File: src/rtl/seq_check_pkg.sv
// Shared definitions for the serial pattern detector.
//   SEQ_LEN_MIN / SEQ_LEN_MAX : legal range of the pattern length parameter
//   pattern_t                 : container type for the PATTERN parameter; only
//                               the low LEN bits are significant
package seq_check_pkg;

  localparam int unsigned SEQ_LEN_MIN = 2;
  localparam int unsigned SEQ_LEN_MAX = 16;

  typedef logic [SEQ_LEN_MAX-1:0] pattern_t;

endpackage

File: src/rtl/seq_check_if.sv
// Serial stream interface of the pattern detector.
//   data_in : serial bit, sampled by the detector on every rising clk edge
//   flag    : one-cycle registered match pulse from the detector
//   master  : stream source / flag consumer
//   slave   : the detector itself
interface seq_check_if;

  logic data_in;
  logic flag;

  modport master (output data_in, input  flag);
  modport slave  (input  data_in, output flag);

endinterface

File: src/rtl/seq_check.sv
// Serial bit-pattern detector. Shifts one bit of bus.data_in in per rising
// clk edge and pulses bus.flag for one cycle whenever the last LEN samples
// equal PATTERN[LEN-1:0] (oldest sample compared against PATTERN[LEN-1]).
// Ports:
//   clk   : clock, all state updates on the rising edge
//   rst_n : asynchronous active-low reset
//   bus   : seq_check_if.slave (data_in in, flag out)
// Parameters:
//   LEN     : pattern length, 2..16
//   PATTERN : target sequence, truncated to LEN bits
//   OVERLAP : 1 = matches may share bits, 0 = history restarts after a match
module seq_check
  import seq_check_pkg::*;
#(
  parameter int unsigned LEN     = 5,
  parameter pattern_t    PATTERN = pattern_t'(5'b10010),
  parameter bit          OVERLAP = 1'b1
) (
  input  logic        clk,
  input  logic        rst_n,
  seq_check_if.slave  bus
);

  if (LEN < SEQ_LEN_MIN || LEN > SEQ_LEN_MAX) begin : g_bad_len
    $error("seq_check: LEN=%0d outside legal range 2..16", LEN);
  end

  localparam int unsigned    FILL_W = $clog2(LEN + 1);
  localparam logic [LEN-1:0] PAT    = PATTERN[LEN-1:0];

  logic [LEN-1:0]    hist;
  logic [LEN-1:0]    hist_next;
  logic [FILL_W-1:0] fill;
  logic [FILL_W-1:0] fill_next;
  logic              match;

  // The fill counter saturates at LEN; requiring it to be full stops the
  // zero-reset history from aliasing an all-zero (or zero-prefixed) pattern.
  always_comb begin
    hist_next = {hist[LEN-2:0], bus.data_in};
    fill_next = (fill == FILL_W'(LEN)) ? fill : fill + FILL_W'(1);
    match     = (fill_next == FILL_W'(LEN)) && (hist_next == PAT);
  end

  always_ff @(posedge clk or negedge rst_n) begin
    if (!rst_n) begin
      hist     <= '0;
      fill     <= '0;
      bus.flag <= 1'b0;
    end else begin
      bus.flag <= match;
      if (match && !OVERLAP) begin
        hist <= '0;
        fill <= '0;
      end else begin
        hist <= hist_next;
        fill <= fill_next;
      end
    end
  end

endmodule

File: src/flat_wrapper.sv
// flat-port wrapper written by rule: the top's interface ports become plain ports
module seq_check_flat import seq_check_pkg::*;
#(
  parameter int unsigned LEN     = 5,
  parameter pattern_t    PATTERN = pattern_t'(5'b10010),
  parameter bit          OVERLAP = 1'b1
)
  (clk, rst_n, bus_data_in, bus_flag);
  seq_check_if bus_i ();
  input  logic clk;
  input  logic rst_n;
  input wire logic [$bits(bus_i.data_in)-1:0] bus_data_in;
  output wire logic [$bits(bus_i.flag)-1:0] bus_flag;
  assign bus_i.data_in = bus_data_in;
  assign bus_flag = bus_i.flag;
  seq_check #(.LEN(LEN), .PATTERN(PATTERN), .OVERLAP(OVERLAP)) u_core (.clk(clk), .rst_n(rst_n), .bus(bus_i));
endmodule
File: config.mk
export PLATFORM = sky130hd
export DESIGN_NAME = seq_check_flat
export DESIGN_NICKNAME = d
export VERILOG_FILES = /design/src/rtl/seq_check_pkg.sv /design/src/rtl/seq_check_if.sv /design/src/rtl/seq_check.sv /design/src/flat_wrapper.sv
export SDC_FILE = /design/constraint.sdc
export NUM_CORES = 1
export LEC_CHECK = 0
export BUFFER_PORTS_ARGS = -buffer_cell sky130_fd_sc_hd__buf_2
export CORE_AREA = 2 2 39 41
export CTS_CLUSTER_SIZE = 28
export DETAILED_ROUTE_END_ITERATION = 7
export DIE_AREA = 0 0 41 43
export HOLD_SLACK_MARGIN = 0.03
export PLACE_DENSITY = 0.5
export REMOVE_ABC_BUFFERS = 1
export SLEW_MARGIN = 20
export SYNTH_ARGS = -nofsm -noshare
export SYNTH_HDL_FRONTEND = slang
export SYNTH_SLANG_ARGS = --single-unit
File: constraint.sdc
create_clock -name clk -period 1.2 [get_ports clk]
set_input_delay 0.12 -clock clk [delete_from_list [all_inputs] [get_ports clk]]
set_output_delay 0.12 -clock clk [all_outputs]
set_load 0.02 [all_outputs]
# --- Word level (Yosys, flattened, before mapping) ---
# Index checks and enable logic that the tools add are counted.
op_classes:
  bitwise: 0
  mux: 1
  n_reduce_logical: 1
  magnitude_cmp: 0
  add_sub_neg: 1
  n_eq_ne: 3
  n_mul: 0
  shifts: 0
  div: 0
ops:
  columns: ["operator", "n"]
  rows:
  - ["3-bit == test (second input constant)", 2]
  - ["5-bit == test (second input constant)", 1]
  - ["3-bit by 1-bit adder with 3-bit output (second input constant)", 1]
  - ["3-bit two-way mux", 1]
  - ["1-bit logical AND", 1]
word_totals:
  ramBits: 0
  out_inout_bits: 1
  regBits: 8
  n_memories: 0
  wordCells: 9
  mem_bits_ro: 0
  latch_bits: 0

# --- Depth between registers and ports, before layout ---
# Gate-level depths: netlist of run 1.
logic_depth:
  ltp_word: 4
  depth_mapped: 5

# --- Least setup slack after synthesis of run 1 ---
# Ideal clock, no wire load.
synth_timing:
  path_type: "flip-flop to flip-flop"
  start: "reg u_core.fill[0]"
  end: "reg u_core.bus.flag"
  n_path_buf: 0
  synth_period_minus_slack_ps: 1200
  setup_slack_ps: 0
  arrival_time_ps: 1102
  setup_ps: 98
  required_ps: 1102
  path_stages_with_launch: 5
  cell_sequence: "dfrtp_1 > ha_1 > nand2_2 > xor2_2 > nor4bb_2"
synth_via:
  elab_chain_len: 4
  word_cells_on_any_way: 5
  classes_between: "add/sub (1); eq/ne (2); mux (1); reduce/logical (1)"
synth_lines:
  columns: ["element", "line_no", "text"]
  rows:
  - ["start: declaration", "seq_check.sv:33", "logic [FILL_W-1:0] fill;"]
  - ["start signal: assignment", "seq_check.sv:57", "fill <= fill_next;"]
  - ["3-bit by 1-bit adder with 3-bit output or 3-bit == test (tied branches)", "seq_check.sv:41", "fill_next = (fill == FILL_W'(LEN)) ? fill : fill + FILL_W'(1);"]
  - ["3-bit two-way mux *", "seq_check.sv:41", null]
  - ["via u_core.fill_next[0]", "seq_check.sv:34", "logic [FILL_W-1:0] fill_next;"]
  - ["3-bit == test *", "seq_check.sv:42", "match = (fill_next == FILL_W'(LEN)) && (hist_next == PAT);"]
  - ["1-bit logical AND *", "seq_check.sv:42", null]
  - ["via u_core.match", "seq_check.sv:35", "logic match;"]
  - ["end signal: assignment", "seq_check.sv:51", "bus.flag <= match;"]
  - ["end: declaration", "seq_check_if.sv:12", "modport slave (input data_in, output flag);"]
# The timed path passes the listed nets; every way through them passes the cells marked *.

# --- Worst setup path in the final report of run 1 ---
# Same ends and word-level chain as after synthesis.

==> results of run 1 <==
cell type report:
class	instances	area, µm²
inverter	1	3.75
fill	135	958
multi-input combinational	11	128
tap	16	20.0
clock buffer	3	22.5
sequential	8	201
timing repair buffer	7	50.0
stage by stage:
| stage | hold WS [ns] | setup TNS (ns) | instance area, µm² | worst slack (ns) | utilization [%] |
|---|---|---|---|---|---|
| after global placement | -0.0370 | -0.0311 | 367 | -0.0311 | 26.5 |
| after global routing | 0.177 | -0.0986 | 425 | -0.0986 | 30.7 |
| final | 0.162 | -0.00585 | 425 | -0.00585 | 30.7 |
| after detailed placement | -0.0322 | -0.0683 | 367 | -0.0683 | 26.5 |
| after CTS | 0.154 | -0.0249 | 424 | -0.0249 | 30.7 |
| after floorplan | -0.176 | 0 | 317 | 0.000241 | - |
sequential cells by signal, indices dropped and copies added, names as in the netlist:
name	cells
u_core.hist	4
u_core.fill	3
u_core.bus.flag	1
worst reg2reg max path, delay by kind of cell, from the launching register on:
kind          cells  cell delay [ns]
xor+xnor          1             0.15
fa+ha+maj         1             0.17
flops             1             0.43
simple gates      2             0.36
routing by layer:
| metal | vias to the layer above | track usage, % | wire length, µm |
|---|---|---|---|
| li1 | 88 | - | - |
| met1 | 90 | 7.46 | 146 |
| met2 | 7 | 10.3 | 230 |
| met3 | 0 | 6.28 | 46 |
| met4 | 0 | 4.00 | 0 |
| met5 | - | 0 | 0 |
path summary, 6_finish.rpt:
path,to
min,u_core.bus.flag
max in group asynchronous,u_core.fill[0]
min in group asynchronous,u_core.fill[1]
max,u_core.bus.flag
min reg2reg,u_core.hist[1]
max reg2reg,u_core.bus.flag
kinds of logic after synthesis:
logic type / synth area share, %
buf+inv: 1.18
xor+xnor: 5.14
flops: 63.2
compound gates: 2.77
fa+ha+maj: 7.90
simple gates: 16.6
mux: 3.16
placed cells by master (no fill, tap or decap):
cell / count
sky130_fd_sc_hd__nand2_2: 1
sky130_fd_sc_hd__inv_2: 1
sky130_fd_sc_hd__ha_4: 1
sky130_fd_sc_hd__clkbuf_4: 3
sky130_fd_sc_hd__mux2i_1: 1
sky130_fd_sc_hd__ha_2: 1
sky130_fd_sc_hd__dfrtp_1: 7
sky130_fd_sc_hd__nand2_1: 1
sky130_fd_sc_hd__buf_4: 2
sky130_fd_sc_hd__dlygate4sd3_1: 2
sky130_fd_sc_hd__nor2_1: 1
sky130_fd_sc_hd__nor4bb_2: 1
sky130_fd_sc_hd__buf_2: 3
sky130_fd_sc_hd__dfrtp_2: 1
sky130_fd_sc_hd__a21oi_2: 1
sky130_fd_sc_hd__xor2_2: 1
sky130_fd_sc_hd__and2b_1: 1
sky130_fd_sc_hd__nor4b_2: 1
power by group through the flow:
| stage | clock (µW) | sequential, µW | combinational, µW |
|---|---|---|---|
| final | 190 | 281 | 17.0 |
| after global routing | 217 | 282 | 18.8 |
| after floorplan | 0 | 286 | 2.44 |
| after CTS | 202 | 281 | 17.5 |
| after detailed placement | 0 | 286 | 12.6 |
| after global placement | 0 | 285 | 12.1 |
repair_timing:
item	4_1_cts	5_1_grt
hold endpoints to repair	9	0
pin swaps	2	0
resized for setup	4	1
setup endpoints to repair	1	1
hold buffers	2	0
==> flow_summary.json, run 1 <==
{
  "synth.largest_area_cell": "sky130_fd_sc_hd__dfrtp_1",
  "drt_iter0_markers": 0,
  "fin_nets": 37,
  "switching_share_pct": 18.0,
  "detail-route-antenna-nets": 0,
  "cp_num_buf_inv": 0,
  "worst_path_largest_cell_delay_ns": 0.43,
  "initial_core_util_pct": 22.9,
  "synth_top_flop_cell": "sky130_fd_sc_hd__dfrtp_1",
  "combPwrFrac_pct": 3.5,
  "yosys.cell_count.top_type": "sky130_fd_sc_hd__dfrtp_1",
  "post-cts-setup-buffer-count": 0,
  "ys_seq_area_share_pct": 63.2,
  "worst_r2r_startpoint": "u_core.fill[0]",
  "grt_max_degree": 9,
  "yosys-top-cells-count": "sky130_fd_sc_hd__dfrtp_1 (8), sky130_fd_sc_hd__ha_1 (2)",
  "final_cells": 46,
  "die_h_um": 43,
  "fp.dieW_um": 41,
  "final_antenna_diode_count": 0,
  "final-hold-violation-count": 0,
  "p_seq_share_pct": 57.6,
  "placementRows": 14,
  "synth.top_cells.by_area": "sky130_fd_sc_hd__dfrtp_1 (63%), sky130_fd_sc_hd__ha_1 (7.9%), sky130_fd_sc_hd__nor4bb_2 (5.1%)",
  "timing.setup.critical_path_class": "reg -> reg",
  "cap_violations": 0,
  "worstSetupEndpointType": "flip-flop",
  "timing.critical_path.required_ns": 1.35,
  "cts.root.buffer_cell": "sky130_fd_sc_hd__clkbuf_4",
  "layout-area-overhead-vs-synth_pct": 34.4,
  "grtUsageTotal_pct": 7.45,
  "postRouteWirelength_um": 423,
  "min_path_cells": 4,
  "route.vias.total": 185,
  "critical_path.startpoint_type": "flip-flop",
  "synth.avg_cell_area_um2": 15.8,
  "total_leakage_power_uw": 0.000186,
  "post_drt_via_cell_ratio": 4.02,
  "violated_checks": "setup timing",
  "drtPass1Iterations": 1,
  "number_of_global_route_vias_before_repair": 198,
  "cp_slowest_cell": "sky130_fd_sc_hd__dfrtp_2",
  "post-route-worst-setup-slack_ns": -0.00585,
  "worst-endpoint-arrival_ns": 1.36,
  "period_share_pct": 100,
  "post_synth_instance_area_um2": 317,
  "die_area_um2": 1760,
  "detailed_place_hpwl_um": 313,
  "drt_drc_violations_left": 0,
  "power-per-cell-area_nw_per_um2": 1150,
  "pin_count": 4,
  "worst_path_dominant_cell_family": "flip-flops",
  "p_int_uw": 400,
  "synth_edf_count": 0,
  "port-buffer-count": 3,
  "timing.critical_path.fanout_max": 3,
  "yosysUniqueCellTypes": 12,
  "slew_viol_final": 0,
  "max_slew_margin_pct": 83.9,
  "ir_worst_vdd_mv": 0.600,
  "antenna_found_initial": 0,
  "status": "finished with violations",
  "clock_path_buffers": 2,
  "share_clk_of_total_power_pct": 38.9,
  "insertion_delay_ns": 0.25,
  "min-delay-path-class": "in -> reg",
  "htree_num_levels": 1,
  "path_cells": "ha_4, nand2_2, xor2_2, nor4bb_2",
  "hold_path.startpoint": "bus_data_in",
  "yosysTopAreaCellShare_pct": 63.2,
  "rsz0062_at_grt": "yes",
  "core_um2": 1380,
  "netSwitchingPower_uw": 87.8,
  "cts.clk_slew.worst_paths_ns": 0.05,
  "p_total_uw": 488,
  "clock-skew-final_ns": 0.00323,
  "clock.fmax_mhz": 829,
  "setup-violations-final": 1,
  "grt_pass1_wl_um": 807,
  "ys_seq_elements": 8,
  "drive_above_1_share_pct": 56.7,
  "routed_wire_length_per_instance_um": 9.20,
  "mapped_cells": 20,
  "tightestPinTransition_ns": 0.235,
  "dp_cells": 41,
  "reg2reg_depth": 4,
  "tritoncts": "built",
  "setup.reg_to_reg.worst_slack_ns": -0.006,
  "gp_congestion": 0.651,
  "yosysWarnings": 0,
  "clock_sink_count": 8,
  "timing.final.crit_period_ns": 1.21,
  "timing.critical_path.from": "u_core.fill[0]",
  "async_s_r_ff_share_synth_pct": 100,
  "cts-buffers-inserted": 3,
  "grt_overflow": 0,
  "number_of_cells_on_the_critical_path": 4
}
Note: power is estimated with default switching activity, not from simulation.
==> inputs of run 2 (changes only) <==
ABC_AREA = 1   (was not set)
PLACE_DENSITY = 0.51   (was 0.5)
==> flow_summary.json, run 2 <==
{
  "status": "finished clean",
  "timing.critical_path.fanout_max": 4,
  "fin_area_um2": 408,
  "total_leakage_power_uw": 0.000235,
  "route.vias.total": 209,
  "worst_path_largest_cell_delay_ns": 0.41,
  "drive_above_1_share_pct": 24.4,
  "synth.top_cells.by_area": "sky130_fd_sc_hd__dfrtp_1 (61%), sky130_fd_sc_hd__nand2_1 (10%), sky130_fd_sc_hd__ha_1 (7.6%)",
  "reg_top3": "u_core.hist: 4 flops, u_core.fill: 3 flops, u_core.bus.flag: 1 flops",
  "grtUsageTotal_pct": 7.03,
  "yosysTopAreaCellShare_pct": 60.6,
  "number_of_cells_on_the_critical_path": 6,
  "max_flop_register": "u_core.hist",
  "yosys-top-cells-count": "sky130_fd_sc_hd__nand2_1 (9), sky130_fd_sc_hd__dfrtp_1 (8), sky130_fd_sc_hd__inv_1 (6)",
  "final_antenna_diode_count": 0,
  "cts-buffers-inserted": 3,
  "number_of_global_route_vias_before_repair": 190,
  "p_int_uw": 400,
  "grt_max_degree": 9,
  "gp_congestion": 0.643,
  "commonest_non_fill_non_tap_cells_in_the_layout": "sky130_fd_sc_hd__nand2_1 (9), sky130_fd_sc_hd__dfrtp_1 (8), sky130_fd_sc_hd__inv_1 (6)",
  "timing.critical_path.required_ns": 1.38,
  "clock.fmax_mhz": 899,
  "setup-violations-final": 0,
  "synth_edf_count": 0,
  "initial_core_util_pct": 23.9,
  "power-per-cell-area_nw_per_um2": 1220,
  "min-delay-path-class": "in -> async",
  "ir_worst_vdd_mv": 0.624,
  "post_drt_via_cell_ratio": 3.67,
  "rsz0062_at_grt": "no",
  "htree_num_levels": 1,
  "pin_count": 4,
  "dpl_cell_area_um2": 365,
  "detailed_place_hpwl_um": 345,
  "ff_latch_area_um2": 200,
  "timing.final.crit_period_ns": 1.11,
  "tightestPinTransition_ns": 0.187,
  "grt_overflow": 0,
  "cpMostUsedCell": "sky130_fd_sc_hd__nand2_1",
  "p_total_uw": 499,
  "yosys.cell_count.top_type": "sky130_fd_sc_hd__nand2_1",
  "combPwrFrac_pct": 3.6,
  "mapped_cells": 33,
  "cap_violations": 0,
  "clock-skew-final_ns": 0.00345,
  "die_area_um2": 1760,
  "ys_seq_area_share_pct": 60.6,
  "fin_nets": 48,
  "number_of_fill_cells": 150,
  "most_common_library_cell_in_the_layout_ignoring_fill_and_taps": "sky130_fd_sc_hd__nand2_1",
  "drtPass1Iterations": 2,
  "post-cts-setup-buffer-count": 0,
  "critical_path.startpoint_type": "flip-flop",
  "synth.largest_area_cell": "sky130_fd_sc_hd__dfrtp_1",
  "totalNegativeSetupSlack_ns": 0,
  "cp_slowest_cell": "sky130_fd_sc_hd__dfrtp_1",
  "slew_viol_final": 0,
  "fp.dieW_um": 41,
  "clock_path_buffers": 2,
  "insertion_delay_ns": 0.25,
  "max_slew_margin_pct": 87.5,
  "cts.clk_slew.worst_paths_ns": 0.06,
  "p_seq_share_pct": 56.3,
  "tritoncts": "built",
  "worst_path_dominant_cell_family": "flip-flops",
  "die_h_um": 43,
  "reg2reg_depth": 6,
  "antenna_found_initial": 0,
  "cp_num_buf_inv": 0,
  "final-hold-violation-count": 0,
  "drt_iter0_markers": 2,
  "postRouteWirelength_um": 480,
  "placementRows": 14,
  "synth_top_flop_cell": "sky130_fd_sc_hd__dfrtp_1",
  "worstSetupEndpointType": "flip-flop",
  "async_s_r_ff_share_synth_pct": 100,
  "post_synth_instance_area_um2": 330,
  "routed_wire_length_per_instance_um": 8.42,
  "switching_share_pct": 19.8,
  "period_share_pct": 92.7,
  "largest_reg_flops": 4,
  "path_cells": "ha_1, nand2_2, nand2_1, nand2_1, nand2_1, nor2_1",
  "cts.root.buffer_cell": "sky130_fd_sc_hd__clkbuf_4",
  "yosysUniqueCellTypes": 8,
  "port-buffer-count": 3,
  "worst_r2r_startpoint": "u_core.fill[0]",
  "synth.avg_cell_area_um2": 10.0,
  "multi_input_comb_area_um2": 108,
  "core_um2": 1380,
  "share_clk_of_total_power_pct": 40.1,
  "timing.critical_path.from": "u_core.fill[0]",
  "layout-area-overhead-vs-synth_pct": 23.5,
  "drt_drc_violations_left": 0,
  "yosysWarnings": 0,
  "grt_pass1_wl_um": 772,
  "clock_sink_count": 8,
  "detail-route-antenna-nets": 0,
  "worst-endpoint-arrival_ns": 1.29,
  "netSwitchingPower_uw": 99.0,
  "post_cts.resized_instances": 0,
  "ys_seq_elements": 8,
  "timing.setup.critical_path_class": "reg -> reg"
}
==> run 2: cell types whose count changed after synthesis, moves of 2 or more <==
cell / delta
sky130_fd_sc_hd__inv_1: +5
sky130_fd_sc_hd__nor2_1: +2
sky130_fd_sc_hd__nand3_2: +2
sky130_fd_sc_hd__nand2_1: +8
==> run 2: final timing paths <==
path                                   end  slack [ns]
max in group asynchronous   u_core.fill[1]        0.80
min in group clk            u_core.hist[2]        0.37
setup / recovery           u_core.bus.flag        0.09
hold reg to reg             u_core.hist[2]        0.37
setup reg to reg           u_core.bus.flag        0.09
hold / removal              u_core.hist[2]        0.24
==> run 2: cell type report <==
type,instances,share of cell area [%]
tap,16,4.91
inverter,6,5.52
multi-input combinational,19,26.4
clock buffer,3,5.52
sequential,8,49.1
timing repair buffer,5,8.59
==> run 2: per-layer routing <==
| layer | wire [µm] | vias to the layer above | part of all wire, % | global-route usage (%) |
|---|---|---|---|---|
| li1 | - | 115 | - | - |
| met2 | 255 | 1 | 53 | 10.6 |
| met3 | 8 | 0 | 1.7 | 1.57 |
| met5 | 0 | - | 0 | 0 |
| met1 | 215 | 93 | 45 | 7.74 |
| met4 | 0 | 0 | 0 | 6.00 |
==> run 2: cell families (layout without fill, tap and decap cells) <==
kind of cell             count (synthesis)  after routing  share of synthesized area [%]
AND/OR/NAND/NOR                         17             17                           25.0
flip-flops                               8              8                           60.6
buffers and inverters                    6             14                           6.82
adder cells (fa/ha/maj)                  2              2                           7.57
==> run 2: power groups by stage <==
stage                     logic, µW  clock network [µW]  registers (µW)
after CTS                      18.7                 219             281
after global placement         12.9                   0             285
final                          18.0                 200             281
after global routing           21.4                 218             281
after detailed placement       13.0                   0             285
after floorplan                3.07                   0             285
==> run 2: through the flow <==
stage	setup slack [ns]	hold WS (ns)	utilization, %	cells
6_report	0.0876	0.235	29.5	57
5_1_grt	0.0211	0.268	29.5	57
4_1_cts	0.0672	0.224	29.5	57
3_5_place_dp	0.0875	-0.0326	26.4	52
3_3_place_gp	0.102	-0.0333	26.4	52
2_1_floorplan	0.166	-0.176	-	33
==> run 2: timing repair <==
item,CTS,global route
endpoints found under the hold margin,9,0
endpoints found under the setup margin,0,0
hold buffers,2,0
